===== config.mk =====
export PLATFORM = sky130hd
export DESIGN_NAME = regfile_param
export DESIGN_NICKNAME = d
export VERILOG_FILES = /design/src/rtl/regfile_param.sv
export SDC_FILE = /design/constraint.sdc
export NUM_CORES = 1
export LEC_CHECK = 0
export CAP_MARGIN = 20
export CORE_AREA = 2 2 192 194
export CTS_CLUSTER_SIZE = 40
export DETAILED_ROUTE_END_ITERATION = 6
export DIE_AREA = 0 0 194 196
export GPL_TIMING_DRIVEN = 0
export PLACE_DENSITY = 0.58
export REMOVE_ABC_BUFFERS = 1
export SKIP_CTS_REPAIR_TIMING = 1
export SLEW_MARGIN = 10
export SYNTH_ARGS = -nofsm -noshare
export SYNTH_HDL_FRONTEND = slang
export SYNTH_SLANG_ARGS = --single-unit

===== constraint.sdc =====
create_clock -name clk -period 1.78 [get_ports clk]
set_input_delay 0.178 -clock clk [delete_from_list [all_inputs] [get_ports clk]]
set_output_delay 0.178 -clock clk [all_outputs]
set_load 0.01 [all_outputs]

===== src/rtl/regfile_param.sv =====
// Parametrised register file: two combinational read ports, one write port,
// optional zero register and write bypass, per-entry pending bits, clear sweep.
module regfile_param #(
    parameter int DATA_W   = 32,
    parameter int ADDR_W   = 3,
    parameter int ZERO_REG = 0,
    parameter int BYPASS   = 1
) (
    input  logic              clk,
    input  logic              reset,
    input  logic [ADDR_W-1:0] rs,
    input  logic [ADDR_W-1:0] rt,
    output logic [DATA_W-1:0] a,
    output logic [DATA_W-1:0] b,
    input  logic              RegWrite,
    input  logic [ADDR_W-1:0] write_reg,
    input  logic [DATA_W-1:0] write_data,
    input  logic              pend_set,
    input  logic [ADDR_W-1:0] pend_addr,
    output logic              a_pend,
    output logic              b_pend,
    input  logic              clear_req,
    output logic              busy
);

    localparam int DEPTH = 2 ** ADDR_W;

    typedef enum logic {
        ST_IDLE,
        ST_CLEAR
    } state_t;

    state_t            r_state;
    logic [DATA_W-1:0] r_mem [DEPTH];
    logic [DEPTH-1:0]  r_pend;
    logic [ADDR_W-1:0] r_cnt;

    logic              w_idle;
    logic              w_wr_en;
    logic              w_set_en;
    logic              w_zero_a;
    logic              w_zero_b;
    logic [DEPTH-1:0]  w_pend_next;

    assign w_idle   = (r_state == ST_IDLE);
    assign w_zero_a = (ZERO_REG != 0) && (rs == '0);
    assign w_zero_b = (ZERO_REG != 0) && (rt == '0);

    // Writes and pending sets aimed at a hard-wired zero entry are dropped here.
    assign w_wr_en  = w_idle && RegWrite && !((ZERO_REG != 0) && (write_reg == '0));
    assign w_set_en = w_idle && pend_set && !((ZERO_REG != 0) && (pend_addr == '0));

    always_comb begin
        // NOTE: every signal assigned in always_comb gets a default first so no latch is inferred.
        w_pend_next = r_pend;
        if (w_wr_en) begin
            w_pend_next[write_reg] = 1'b0;
        end
        if (w_set_en) begin
            w_pend_next[pend_addr] = 1'b1;
        end
    end

    always_comb begin
        a = r_mem[rs];
        if ((BYPASS != 0) && w_idle && RegWrite && (write_reg == rs)) begin
            a = write_data;
        end
        if (w_zero_a) begin
            a = '0;
        end
    end

    always_comb begin
        b = r_mem[rt];
        if ((BYPASS != 0) && w_idle && RegWrite && (write_reg == rt)) begin
            b = write_data;
        end
        if (w_zero_b) begin
            b = '0;
        end
    end

    // Pending flags are deliberately not bypassed: they show the stored bit.
    assign a_pend = w_zero_a ? 1'b0 : r_pend[rs];
    assign b_pend = w_zero_b ? 1'b0 : r_pend[rt];
    assign busy   = (r_state == ST_CLEAR);

    always_ff @(posedge clk or negedge reset) begin
        if (!reset) begin
            // NOTE: the array sits in the async reset because reset must zero every entry;
            // this keeps it in flops rather than an inferred RAM macro.
            for (int i = 0; i < DEPTH; i++) begin
                r_mem[i] <= '0;
            end
            r_pend  <= '0;
            r_cnt   <= '0;
            r_state <= ST_IDLE;
        end else begin
            // NOTE: sequential state uses non-blocking assignments so every flop samples pre-edge values.
            case (r_state)
                ST_IDLE: begin
                    if (w_wr_en) begin
                        r_mem[write_reg] <= write_data;
                    end
                    if (clear_req) begin
                        r_pend  <= '0;
                        r_cnt   <= '0;
                        r_state <= ST_CLEAR;
                    end else begin
                        r_pend <= w_pend_next;
                    end
                end
                ST_CLEAR: begin
                    r_mem[r_cnt] <= '0;
                    r_cnt        <= r_cnt + 1'b1;
                    if (r_cnt == ADDR_W'(DEPTH - 1)) begin
                        r_state <= ST_IDLE;
                    end
                end
                default: r_state <= ST_IDLE;
            endcase
        end
    end

endmodule


Word level (Yosys, flattened, before mapping)
Cells that the tools add are included.
{"block": "op_classes", "muxes": 31, "eq_ne": 5, "n_reduce_logical": 8, "order_cmp": 12, "add_sub_neg": 1, "bitwise": 10}
{"operator": "case mux 256 bit (2 select lines)", "count": 1}
{"operator": "bitwise AND 256 bit", "count": 1}
{"operator": "bitwise mux 256 bit", "count": 1}
{"operator": "2-to-1 mux 256 bit", "count": 1}
{"operator": "2-to-1 mux 32 bit", "count": 8}
{"operator": "inverter 256 bit", "count": 1}
{"operator": "binary-select mux 32 bit (select 3 bit)", "count": 2}
{"operator": "demux 32 bit (select 3 bit)", "count": 2}
{"operator": "2-to-1 mux 8 bit", "count": 3}
{"operator": ">= comparator 4 bit, second input constant", "count": 4}
{"operator": "less-than comparator 3 x 4 -> 1 bit, second input constant", "count": 4}
{"operator": "inverter 3 -> 4 bit", "count": 4}
{"operator": "bitwise AND 8 bit", "count": 1}
{"operator": "logical AND 1 bit", "count": 8}
{"operator": "less-than comparator 4 x 1 -> 1 bit, second input constant", "count": 2}
{"operator": "inverter 8 bit", "count": 1}
{"operator": "OR 8 bit", "count": 1}
{"operator": "binary-select mux 1 bit (select 3 bit)", "count": 2}
{"operator": "demux 1 bit (select 3 bit)", "count": 2}
{"operator": "equality test 3 bit", "count": 2}
{"operator": ">= comparator 3 x 1 -> 1 bit, second input constant", "count": 2}
{"operator": "2-to-1 mux 1 bit", "count": 6}
{"operator": "case mux 3 bit (2 select lines)", "count": 1}
{"operator": "adder 3 x 1 -> 3 bit, second input constant", "count": 1}
{"operator": "other kinds (6)", "count": 6}
{"block": "totals", "wordCells": 78, "out_inout_bits": 67, "register_bits": 268, "input_bits": 49}

Depth between registers and ports, before layout
{"block": "depth", "word_depth": 10, "ltp_mapped": 7, "ltp_nobuf": 4}

Worst setup path before layout
No wires, ideal clock.
{"block": "synth_timing", "path_kind": "register -> register", "start": "reg r_state, in the netlist busy", "end": "reg r_mem[225] in the netlist's numbering", "n_path_buf": 2, "t_arrival_ns": 1.624, "setup_time_ns": 0.121, "slack_ns": 0.035, "required_time_ns": 1.659, "path_stages_with_launch": 7, "synth_period_minus_slack_ns": 1.745, "cell_sequence": "dfrtp_1 -> or3b_1 -> buf_4 -> nor3_4 -> a21oi_1 -> buf_2 -> a22o_1"}
{"block": "synth_via", "elab_chain_len": 3, "elab_cells_between_ends": 4, "cone_classes": "eq/ne: 1; mux: 1; bitwise: 1; reduce/logical: 1"}
{"item": "start: declaration", "line_no": "33", "rtl": "state_t r_state;"}
{"item": "start signal: assignment", "line_no": "98", "rtl": "r_state <= ST_IDLE;"}
{"item": "start signal: assignment", "line_no": "109", "rtl": "r_state <= ST_CLEAR;"}
{"item": "start signal: assignment", "line_no": "118", "rtl": "r_state <= ST_IDLE;"}
{"item": "inverter 1 bit"}
{"item": "logical AND 1 bit", "line_no": "50", "rtl": "assign w_wr_en = w_idle && RegWrite && !((ZERO_REG != 0) && (write_reg == '0));"}
{"item": "!= test 2 x 1 -> 1 bit (no line)"}
{"item": "end signal: indexed assignment", "line_no": "104", "rtl": "r_mem[write_reg] <= write_data;"}
{"item": "end: declaration", "line_no": "34", "rtl": "logic [DATA_W-1:0] r_mem [DEPTH];"}
Several ways; a longest one is shown, not always the timed one.
A chain may end at the register's enable or synchronous reset.

Final worst setup path
{"block": "layout_timing", "start": "reg r_state, in the netlist busy", "end": "out a[2]"}
{"block": "layout_via", "elab_chain_len": 4}
{"item": "inverter 1 bit"}
{"item": "logical AND 1 bit (2 in series)", "line_no": "66", "rtl": "if ((BYPASS != 0) && w_idle && RegWrite && (write_reg == rs)) begin"}
{"item": "2-to-1 mux 32 bit", "line_no": "66"}
{"item": "end: declaration", "line_no": "13", "rtl": "output logic [DATA_W-1:0] a,"}
Every way passes these cells.

==> results.ini <==
[worst_setup_path]
critPathLaunchType=register
cp_max_fo=10
crit_path_end_kind=primary output
cp.arrival_ps=2120
required_ps=1600
criticalPathCategory=reg2out

[synth]
synthMuxAreaShare_pct=25.5
synthXorXnorAreaFrac_pct=0.368
yosys_warnings=0
netlist_instances=1069
synthSimpleGateAreaFrac_pct=3.42
ys_seq_elements=268
syn_avg_cell_area_um2=13.3
synth_top_family_by_area=multiplexers
ys_seq_area_share_pct=47.0
synth_cell_types=34
netlist_area_mm2=0.0143
synth_compound_area_share_pct=19.3
synth_fa_ha_area_share_pct=0.175

[floorplanning]
fp.dieArea_mm2=0.0380
design.core.area_mm2=0.0361
num_rows=70
die_h_um=196
initial_core_util_pct=39.5
ios=116
die_w_um=194

[finish]
nFillCells=3038
layout-area-overhead-vs-synth_pct=29.4
diodes=0
finish.utilization_pct=51.2
nNetsFinal=1241
mostFrequentLayoutCell=dfrtp_1
drive_gt1_share_pct=36.5
mostFrequentLayoutCells=dfrtp_1 (267), a22o_1 (256), mux4_2 (132)

[drt]
drc_errors=0
wl_per_cell_um=28.6
avgViaCountPerCell=6.38
dr.first_iter.drc_count=802
routed_wl_mm=48.0
vias=10700
final_antenna_net_count=0
drt-pass1-iter-count=5

[cts]
cts_buffers=30
clock_latency_ps=560
cts.clk_slew.worst_paths_ps=60
cts_tree=yes
cts-htree-levels=1
cts_sinks=268
cts-root-buf=clkbuf_16
clock_path_buffers=3

[run_status]
status=finished with violations
violations=setup timing

[timing]
tns_ps=-114250
hold_viol=0
fmax_mhz=435
slew_viol_final=0
grt_setup_unrepaired=yes
worstMarginPinSlew_ps=843
slew_headroom_pct=43.8
min_period_over_period_pct=129
period_needed_ps=2300
finClkSkew_ps=22.3
holdWs_ps=220
worst_slack_ps=-517
setup_viol=327

[placed_design]
gp_congestion=0.711
port_buffers=115
dp_hpwl_mm=26.1
pre_cts_ws_ps=-1580

[power]
ir_drop_mv=0.810
leakage_nw=8.32
power_density_mw_per_mm2=1280

[worst_hold_path]
hold_class=in2async

[global_routing]
grt_max_degree=100
grt_pass1_wl_mm=66.9
grt-ovfl-total=0
grt_pass1_vias=10700
grt.total_usage_pct=22.8
antenna_found_initial=0

[run]
maxCapViolations=0

-- sequential cells by signal, indices dropped and copies added (netlist names) --
register,flops
r_cnt,3
r_pend,8
busy,1
r_mem,256
-- cell families (layout without fill, tap and decap cells) --
group | count (synthesis) | count (layout)
flops | 268 | 268
simple gates | 105 | 106
mux | 198 | 198
buf+inv | 138 | 277
xor+xnor | 6 | 6
fa+ha+maj | 2 | 2
compound gates | 352 | 352
-- stage by stage --
step                total power, mW  area (µm²)  instances
floorplan                      12.5       13700        933
finish                         23.6       18500       1677
detailed placement             16.2       16300       1548
CTS                            22.6       17300       1599
global route                   24.6       18500       1677
global placement               14.7       15400       1516
-- cell usage after synthesis, drive strengths merged --
cell type	number	area [µm²]
or3b	1	8.76
a32oi	1	8.76
a41oi	1	8.76
nor3b	2	15.0
a2bb2oi	2	17.5
nand2	10	37.5
nor2b	6	37.5
a22o	256	2240
a21o	5	37.5
a31oi	4	25.0
mux4	132	2970
clkbuf	61	229
or2	2	12.5
mux2	2	22.5
nand3b	1	7.51
ha	2	25.0
mux2i	64	641
nor2	73	292
and3b	1	8.76
xnor2	6	52.6
nand3	1	5.00
dfrtp	268	6710
nand4	2	12.5
o21ai	10	50.1
a21oi	73	365
nor3	2	26.3
buf	75	369
inv	2	7.51
nand2b	4	25.0
-- where the power goes --
group / internal [mW] / switching [mW] / leakage, nW
registers: 7.60 / 1.30 / 3.66
logic: 4.50 / 3.94 / 4.17
clock network: 3.79 / 2.48 / 0.485
total: 15.9 / 7.72 / 8.32
-- cell type report --
type | instances | area [µm²] | area share, %
inverters | 2 | 7.51 | 0.0407
clock buffers | 44 | 875 | 4.74
multi-input cells | 664 | 7530 | 40.8
well taps | 468 | 586 | 3.17
flip-flops and latches | 268 | 6710 | 36.4
clock inverters | 7 | 110 | 0.596
repair buffers | 224 | 2640 | 14.3
-- per-layer routing --
metal	vias to the layer above	wire, µm	track usage (%)
li1	4486	-	-
met1	5693	20500	32.8
met2	449	23300	36.9
met3	74	3100	3.04
met4	0	1100	5.30
met5	-	0	0
-- critical path, stage by stage, from the launching register on --
cell	delay [ps]
dfrtp_4	520
nor2b_4	120
nand4_1	120
buf_6	160
buf_12	150
clkbuf_16	180
a21oi_4	140
buf_2	150
-- path summary, 6_finish.rpt --
kind                                   startpoint                endpoint  slack [ps]  cells after the start
max in group asynchronous                   reset   r_mem[12]$_DFFE_PN0P_         620                      3
min in group clk                     pend_addr[2]   r_pend[0]$_DFFE_PN0N_         420                      4
min reg2reg                r_mem[221]$_DFFE_PN0P_  r_mem[221]$_DFFE_PN0P_         510                      1
max                                busy$_DFF_PN0_                    a[2]        -520                      7
max reg2reg                        busy$_DFF_PN0_  r_mem[141]$_DFFE_PN0P_        -510                      9
min                                         reset  r_mem[244]$_DFFE_PN0P_         220                      2
Power figures use the tool's default switching activity.
